--- src/rtl/car_nav_ctrl_pkg.sv ---
// Shared types and constants for the line-following navigation sequencer.
package car_pkg;

  typedef enum logic [2:0] {
    ST_IDLE    = 3'd0,
    ST_FOLLOW  = 3'd1,
    ST_LOST    = 3'd2,
    ST_SEARCH  = 3'd3,
    ST_BLOCKED = 3'd4,
    ST_HALT    = 3'd5
  } state_e;

  localparam logic [1:0] DIR_FWD = 2'b10;
  localparam logic [1:0] DIR_REV = 2'b01;
  localparam logic [1:0] DIR_OFF = 2'b00;

  localparam logic [2:0] SRCH_L = 3'b110;
  localparam logic [2:0] SRCH_R = 3'b011;

  typedef struct packed {
    logic [2:0] mode;
    logic [1:0] left;
    logic [1:0] right;
  } drive_t;

  // Pivot toward the side the line was last seen; a centred or full last
  // reading defaults to a left pivot.
  function automatic drive_t search_drive(input logic [2:0] last);
    drive_t d;
    if (last[2] || !last[0]) begin
      d = '{mode: SRCH_L, left: DIR_REV, right: DIR_FWD};
    end else begin
      d = '{mode: SRCH_R, left: DIR_FWD, right: DIR_REV};
    end
    return d;
  endfunction

endpackage

--- src/rtl/car_nav_ctrl_sensor_filter.sv ---
// Per-bit debounce: a bit only takes a new value after FILT_N consecutive
// ticks of disagreement with its current filtered value.
module sensor_filter #(
  parameter int FILT_N = 4,
  parameter int W      = 3
) (
  input  logic         clk,
  input  logic         rst,
  input  logic         tick,
  input  logic [W-1:0] raw,
  output logic [W-1:0] filt
);

  localparam int RW = $clog2(FILT_N + 1);

  for (genvar b = 0; b < W; b++) begin : g_bit
    logic [RW-1:0] run_q;
    logic          filt_q;

    always_ff @(posedge clk or negedge rst) begin
      if (!rst) begin
        run_q  <= '0;
        filt_q <= 1'b0;
      end else if (tick) begin
        if (raw[b] == filt_q) begin
          run_q <= '0;
        end else if (run_q >= RW'(FILT_N - 1)) begin
          filt_q <= raw[b];
          run_q  <= '0;
        end else begin
          run_q <= run_q + 1'b1;
        end
      end
    end

    assign filt[b] = filt_q;
  end

endmodule

--- src/rtl/car_nav_ctrl.sv ---
// Navigation sequencer: filters IR line sensors, follows the line, searches
// when it is lost and stops for obstacles. Outputs lag the state by one clk.
module car_nav_ctrl
  import car_pkg::*;
#(
  parameter int TICK_DIV     = 100000,
  parameter int FILT_N       = 4,
  parameter int LOST_TICKS   = 300,
  parameter int SEARCH_TICKS = 1500,
  parameter int RESUME_TICKS = 500
) (
  input  logic       clk,
  input  logic       rst,
  input  logic       enable,
  input  logic [2:0] sensors,
  input  logic       obstacle,
  output logic [2:0] mode,
  output logic [1:0] left,
  output logic [1:0] right,
  output logic       motor_stop,
  output logic [2:0] state_dbg
);

  localparam int TW   = $clog2(TICK_DIV);
  localparam int TMAX = (LOST_TICKS > SEARCH_TICKS) ? LOST_TICKS : SEARCH_TICKS;
  localparam int TMW  = (TMAX < 1) ? 1 : $clog2(TMAX + 1);
  localparam int CW   = (RESUME_TICKS < 1) ? 1 : $clog2(RESUME_TICKS + 1);

  logic [TW-1:0]  tick_cnt_q;
  logic           tick;
  logic [2:0]     filt;

  state_e         state_q, state_d;
  logic [TMW-1:0] timer_q, timer_d, timer_inc, timer_lim;
  logic [CW-1:0]  clear_q, clear_d, clear_inc;
  logic [2:0]     last_q, last_d;
  drive_t         drv_q, drv_d;
  logic           stop_q, stop_d;

  assign tick = (tick_cnt_q == TW'(TICK_DIV - 1));

  always_ff @(posedge clk or negedge rst) begin
    if (!rst) begin
      tick_cnt_q <= '0;
    end else begin
      tick_cnt_q <= tick ? '0 : tick_cnt_q + 1'b1;
    end
  end

  sensor_filter #(
    .FILT_N (FILT_N),
    .W      (3)
  ) u_filter (
    .clk  (clk),
    .rst  (rst),
    .tick (tick),
    .raw  (sensors),
    .filt (filt)
  );

  assign timer_inc = timer_q + 1'b1;
  assign clear_inc = clear_q + 1'b1;
  assign timer_lim = (state_q == ST_LOST) ? TMW'(LOST_TICKS) : TMW'(SEARCH_TICKS);

  // Next state: enable has top priority, then obstacle, then line events.
  // Recovering the line is checked before timer expiry so it wins a tie.
  always_comb begin
    state_d = state_q;
    timer_d = timer_q;
    clear_d = clear_q;
    last_d  = last_q;

    if (state_q == ST_FOLLOW && filt != 3'b000) begin
      last_d = filt;
    end

    if (!enable) begin
      state_d = ST_IDLE;
      timer_d = '0;
      clear_d = '0;
    end else begin
      case (state_q)
        ST_IDLE: begin
          state_d = ST_FOLLOW;
          timer_d = '0;
          clear_d = '0;
        end
        ST_FOLLOW: begin
          if (obstacle) begin
            state_d = ST_BLOCKED;
            timer_d = '0;
            clear_d = '0;
          end else if (filt == 3'b000) begin
            state_d = ST_LOST;
            timer_d = '0;
          end
        end
        ST_LOST, ST_SEARCH: begin
          if (obstacle) begin
            state_d = ST_BLOCKED;
            timer_d = '0;
            clear_d = '0;
          end else if (filt != 3'b000) begin
            state_d = ST_FOLLOW;
            timer_d = '0;
          end else if (tick) begin
            if (timer_inc >= timer_lim) begin
              state_d = (state_q == ST_LOST) ? ST_SEARCH : ST_HALT;
              timer_d = '0;
            end else begin
              timer_d = timer_inc;
            end
          end
        end
        ST_BLOCKED: begin
          if (obstacle) begin
            clear_d = '0;
          end else if (tick) begin
            if (clear_inc >= CW'(RESUME_TICKS)) begin
              state_d = ST_FOLLOW;
              clear_d = '0;
            end else begin
              clear_d = clear_inc;
            end
          end
        end
        ST_HALT: begin
          state_d = ST_HALT;
        end
        default: begin
          state_d = ST_IDLE;
          timer_d = '0;
          clear_d = '0;
        end
      endcase
    end
  end

  always_comb begin
    drv_d = '{mode: 3'b000, left: DIR_OFF, right: DIR_OFF};
    case (state_q)
      ST_FOLLOW: drv_d = '{mode: filt, left: DIR_FWD, right: DIR_FWD};
      ST_LOST:   drv_d = '{mode: last_q, left: DIR_FWD, right: DIR_FWD};
      ST_SEARCH: drv_d = search_drive(last_q);
      default:   drv_d = '{mode: 3'b000, left: DIR_OFF, right: DIR_OFF};
    endcase
    // The PWM block is held in reset whenever the speed code is zero.
    stop_d = (drv_d.mode == 3'b000);
  end

  always_ff @(posedge clk or negedge rst) begin
    if (!rst) begin
      state_q <= ST_IDLE;
      timer_q <= '0;
      clear_q <= '0;
      last_q  <= 3'b010;
      drv_q   <= '{mode: 3'b000, left: DIR_OFF, right: DIR_OFF};
      stop_q  <= 1'b1;
    end else begin
      state_q <= state_d;
      timer_q <= timer_d;
      clear_q <= clear_d;
      last_q  <= last_d;
      drv_q   <= drv_d;
      stop_q  <= stop_d;
    end
  end

  assign mode       = drv_q.mode;
  assign left       = drv_q.left;
  assign right      = drv_q.right;
  assign motor_stop = stop_q;
  assign state_dbg  = state_q;

endmodule

--- config.mk ---
export PLATFORM = sky130hd
export DESIGN_NAME = car_nav_ctrl
export DESIGN_NICKNAME = d
export VERILOG_FILES = /design/src/rtl/car_nav_ctrl_pkg.sv /design/src/rtl/car_nav_ctrl_sensor_filter.sv /design/src/rtl/car_nav_ctrl.sv
export SDC_FILE = /design/constraint.sdc
export NUM_CORES = 1
export LEC_CHECK = 0
export ABC_CLOCK_PERIOD_IN_PS = 2900
export CAP_MARGIN = 10
export CORE_MARGIN = 5
export CORE_UTILIZATION = 45
export DETAILED_ROUTE_END_ITERATION = 8
export GPL_TIMING_DRIVEN = 0
export PLACE_DENSITY_LB_ADDON = 0.2
export SKIP_LAST_GASP = 1
export SLEW_MARGIN = 20
export SYNTH_ARGS = -nofsm -noshare
export SYNTH_HDL_FRONTEND = slang
export SYNTH_SLANG_ARGS = --single-unit
--- constraint.sdc ---
create_clock -name clk -period 2.9 [get_ports clk]
set_input_delay 0.58 -clock clk [delete_from_list [all_inputs] [get_ports clk]]
set_output_delay 0.58 -clock clk [all_outputs]
set_load 0.01 [all_outputs]
# == Yosys cells after proc, flatten, opt, wreduce, memory -nomap -nowiden ==
# Cells that the tools add are included.
# totals
ff_bits,63
input_bits,7
output_inout_bits,11
wordCells,100
# classes
add_sub_neg,6
order_cmp,5
eq_ne,19
muxes,36
bitwise_logic,3
n_reduce_logical,16
# op_table
operator,n
2-to-1 mux 11 bit,8
2-to-1 mux 3 bit,17
2-to-1 mux 9 bit,5
one-hot mux 11 bit (3 select lines),1
one-hot mux 9 bit (3 select lines),1
one-hot mux 7 bit (3 select lines),1
adder 17 x 1 -> 17 bit (second input constant),1
equality test 17 bit (second input constant),1
2-to-1 mux 17 bit,1
one-hot mux 3 bit (5 select lines),1
AND reduction 3 bit,5
adder 11 x 1 -> 11 bit (second input constant),1
greater-or-equal comparator 11 bit,1
!= test 5 bit (second input constant),2
adder 3 x 1 -> 3 bit (second input constant),3
adder 9 x 1 -> 9 bit (second input constant),1
greater-or-equal comparator 3 x 2 -> 1 bit (second input constant),3
greater-or-equal comparator 9 bit (second input constant),1
logical NOT 3 bit,3
!= test 3 bit (second input constant),3
2-to-1 mux 7 bit,1
equality test 3 x 2 -> 1 bit (second input constant),2
equality test 3 bit (second input constant),2
AND reduction 6 bit,1
13 further kinds,19

# == Longest topological paths before layout ==
# logic_depth
word_depth,9
depth_mapped,12
ltp_nobuf,11

# == By module ==
# A second synthesis with hierarchy kept.
# unflattened
hier_cells,373
area_unflattened_um2,3569.7
# modules_own_cells
module,n_inst,cells_per_inst,area_each_um2,seq_area_each_um2
car_nav_ctrl,1,310,2891.5,1278.7
sensor_filter,1,63,678.2,300.3

# == Worst setup path after synthesis ==
# Ideal clock, no wire load.
# synth_path
path_type,register -> register
startpoint,"register state_q[1], in the netlist state_dbg[1]"
endpoint,register timer_q[5]
setup_time_ps,87
arrival_ps,2933
t_required_ps,2813
path_slack_ps,-119
stages_incl_launch_ff,11
n_path_buf,1
synth_period_minus_slack_ps,3019
path_cell_list,dfrtp_1 > clkbuf_1 > inv_1 > nor3_1 > ha_1 > a21oi_1 > nand2_1 > a221oi_1 > o311ai_2 > or4_1 > o211ai_1
# synth_between
elab_chain_cells,9
word_cells_on_any_way,19
classes_between,order compare (1); eq/ne (8); mux (7); reduce/logical (3)
# synth_lines
item,line,source
from (decl),car_nav_ctrl.sv:33,"state_e state_q, state_d;"
from (signal assigned),car_nav_ctrl.sv:160,state_q <= state_d;
equality test 3 x 2 -> 1 bit,"car_nav_ctrl.sv:63, car_nav_ctrl.sv:82",
2-to-1 mux 11 bit,car_nav_ctrl.sv:63,assign timer_lim = (state_q == ST_LOST) ? TMW'(LOST_TICKS) : TMW'(SEARCH_TICKS);
greater-or-equal comparator 11 bit,car_nav_ctrl.sv:107,if (timer_inc >= timer_lim) begin
2-to-1 mux 11 bit,car_nav_ctrl.sv:107,
2-to-1 mux 11 bit,car_nav_ctrl.sv:106,end else if (tick) begin
2-to-1 mux 11 bit,car_nav_ctrl.sv:103,end else if (filt != 3'b000) begin
2-to-1 mux 11 bit,car_nav_ctrl.sv:99,if (obstacle) begin
one-hot mux 11 bit (3 select lines),car_nav_ctrl.sv:82,case (state_q)
2-to-1 mux 11 bit,car_nav_ctrl.sv:77,if (!enable) begin
to (signal assigned),car_nav_ctrl.sv:161,timer_q <= timer_d;
to (decl),car_nav_ctrl.sv:34,"logic [TMW-1:0] timer_q, timer_d, timer_inc, timer_lim;"
# Parallel ways exist; a longest one is shown, timed or not. The select of a mux whose other input is x is not followed.
# A chain may end at the register's enable or synchronous reset.

# == Final worst setup path ==
# layout_path
startpoint,register timer_q[0]
endpoint,register timer_q[5]
# layout_between
elab_chain_cells,8
# layout_lines
item,line,source
adder 11 x 1 -> 11 bit *,car_nav_ctrl.sv:61,assign timer_inc = timer_q + 1'b1;
greater-or-equal comparator 11 bit,car_nav_ctrl.sv:107,
2-to-1 mux 11 bit *,car_nav_ctrl.sv:107,
2-to-1 mux 11 bit *,car_nav_ctrl.sv:106,
2-to-1 mux 11 bit *,car_nav_ctrl.sv:103,
2-to-1 mux 11 bit *,car_nav_ctrl.sv:99,
one-hot mux 11 bit (3 select lines) *,car_nav_ctrl.sv:82,
2-to-1 mux 11 bit *,car_nav_ctrl.sv:77,
# Mark *: on every way between the ends. The rest lies on a longest branch, timed or not. The select of a mux whose other input is x is not followed.

==> results.yml <==
routing:
  drt_iter0_drc: 107
  drtAntennaViolNets: 0
  routedWlPerCell_um: 14.5
  dr.pass1.iters: 4
  totalWireLength_um: 7390
  via_per_inst: 5.61
  post-route-drc-count: 0
  routed-via-count: 2860
power:
  ir_worst_vdd_mv: 0.412
  powerDensity_nw_per_um2: 524
  power_frac_seq: 0.432
  p_comb_frac: 0.212
  internal_power_mw: 1.53
  fin_total_pwr_mw: 2.20
  clkPwrFrac: 0.356
  p_sw_mw: 0.670
  power_leakage_nw: 1.87
  sw_frac_of_total: 0.305
synthesis:
  synth.distinct_cells: 57
  yosys.area.top_type_share: 0.426
  synth_cells: 370
  ys_seq_area_frac: 0.441
  synthArstFlopShare: 1.00
  ys_ff_latch: 63
  syn_area_per_cell_um2: 9.67
  yosysMostFrequentCell: "dfrtp_1"
  syn_nets: 392
  synth.area.top_cells: "dfrtp_1 (43%), ha_1 (5.2%), xnor2_1 (4.2%)"
  syn_area_um2: 3580
  ys_top_cells_by_count: "dfrtp_1 (61), nand2_1 (33), nor2_1 (29), nand3_1 (20), o21ai_0 (18)"
  synth_top_area_cell: "dfrtp_1"
  synth_warnings: 0
  ys.flop_type: "dfrtp_1"
  synth_edf_count: 0
sta:
  tns_ps: 0
  post-route-min-period_ps: 2800
  final_max_slew_viol_count: 0
  relSlewSlack: 0.629
  fin_worst_skew_ps: 9.30
  setup-violations-final: 0
  rsz0062_at_grt: "yes"
  hold_viol: 0
  min_period_over_period: 0.965
  worst_pin_slew_ps: 555
  fmax_mhz: 357
floorplanning:
  rows: 32
  num_io_pins: 18
  fp.dieH_um: 99.2
  core_area_um2: 7730
  start_util: 0.463
  die_area_um2: 9840
  die_x_um: 99.2
global_route:
  antenna_found_initial: 0
  grtUsageTotal: 0.159
  grt_pass1_vias: 2780
  grt.overflow.total: 0
  grt_pass1_wl_um: 12800
  grt_max_degree: 43
cts:
  cts_sinks: 63
  htree_levels: 3
  cts-root-buf: "clkbuf_8"
  cts_inserted_buffers: 9
  clkTransAtPathRegs_ps: 80
  cts_tree: "yes"
  clk_path_buf_depth: 2
  clk_latency_ps: 340
run:
  max_cap_violations: 0
run_status:
  status: "finished, final reports clean"
critical_path:
  critical_path.startpoint_type: "flop"
  worstSetupEndpointType: "flop"
  cp.required_ps: 3160
  crit_type: "reg -> reg"
  worstPathArrival_ps: 3060
  reg2reg_setup_slack_ps: 100
  path_max_fanout: 5
placed_design:
  dpl.hpwl_um: 5240
  finalWeightedCongestion: 0.897
  io_buffers: 16
layout:
  fin_util: 0.544
  n_antenna_cell: 0
  final_layout_size_suffix_gt1_frac: 0.152
  area_growth_pct: 17.4
  layout.nets: 425
hold_path:
  min_path_type: "in -> async"
## path summary, 6_finish.rpt
path,from,to,depth (start not counted)
max,timer_q[0],timer_q[5],11
min,rst,tick_cnt_q[12],1
max reg2reg,timer_q[0],timer_q[5],11
min reg2reg,tick_cnt_q[0],tick_cnt_q[0],1
max in group asynchronous,rst,motor_stop,2
min in group clk,tick_cnt_q[0],tick_cnt_q[0],1
## worst max-delay path, stage by stage, from the launching register on
cell	delay, ps
dfrtp_1	440
ha_4	190
and4_4	240
nand2_1	90
xnor2_2	160
ha_1	320
a21oi_1	140
nand2_1	110
a221oi_4	380
o311ai_4	150
or4_1	420
o211ai_1	90
## cells in the final DEF (no fill, tap or decap), types with 10 or more instances in the layout
cell,instances
ha_1,14
clkdlybuf4s50_1,15
nand3_1,20
inv_1,14
clkbuf_8,10
nand4_1,10
nor2_1,27
o21ai_0,18
xnor2_1,16
nand2_1,33
nor3_1,10
dfrtp_1,59
## through the flow
stage                     hold WS, ps  instance area (um2)  cells  worst slack (ps)
after floorplan                   284                 3580    370               101
after global placement            470                 3870    488              -891
after detailed placement          478                 3890    489              -390
after CTS                         122                 4120    504              5.91
after global routing              135                 4200    510             -22.2
final                             121                 4200    510               102
## what timing repair did
action | 4_1_cts | 5_1_grt
pin swaps | 2 | 2
setup endpoints to repair | 14 | 10
hold buffers | 0 | 0
buffers inserted | 0 | 5
resized for setup | 6 | 9
gates cloned | 0 | 1
## per-layer routing
layer,part of all wire,global-route usage
met5,0,0
met2,0.46,0.249
met4,0.021,0.0662
met1,0.49,0.215
met3,0.034,0.0309
## flip-flops by register name (all words and copies together) (netlist names)
register               flops
timer_q                   11
tick_cnt_q                17
u_filter.g_bit.filt_q      3
u_filter.g_bit.run_q       9
motor_stop                 1
clear_q                    9
mode                       3
state_dbg                  3
left                       2
right                      2
last_q                     3
## power groups by stage
stage               Clock, mW  Sequential [mW]  Combinational [mW]
global placement            0            0.960               0.439
finish                  0.783            0.952               0.467
detailed placement          0            0.958               0.451
floorplan                   0            0.971               0.257
CTS                     0.810            0.951               0.456
global route            0.853            0.957               0.516
## kinds of logic after synthesis
family / synth area share
compound gates: 0.161
xor+xnor: 0.0636
fa+ha+maj: 0.0524
buf+inv: 0.0388
flops: 0.441
mux: 0.0126
simple gates: 0.230
## layout make-up
type | count | area [um2]
well taps | 102 | 128
repair buffers | 23 | 220
multi-input cells | 275 | 1930
clock buffers | 10 | 138
clock inverters | 6 | 68.8
inverters | 14 | 52.6
fillers | 682 | 3520
plain buffers | 17 | 85.1
flip-flops and latches | 63 | 1580
Note: power is estimated with default switching activity, not from simulation.
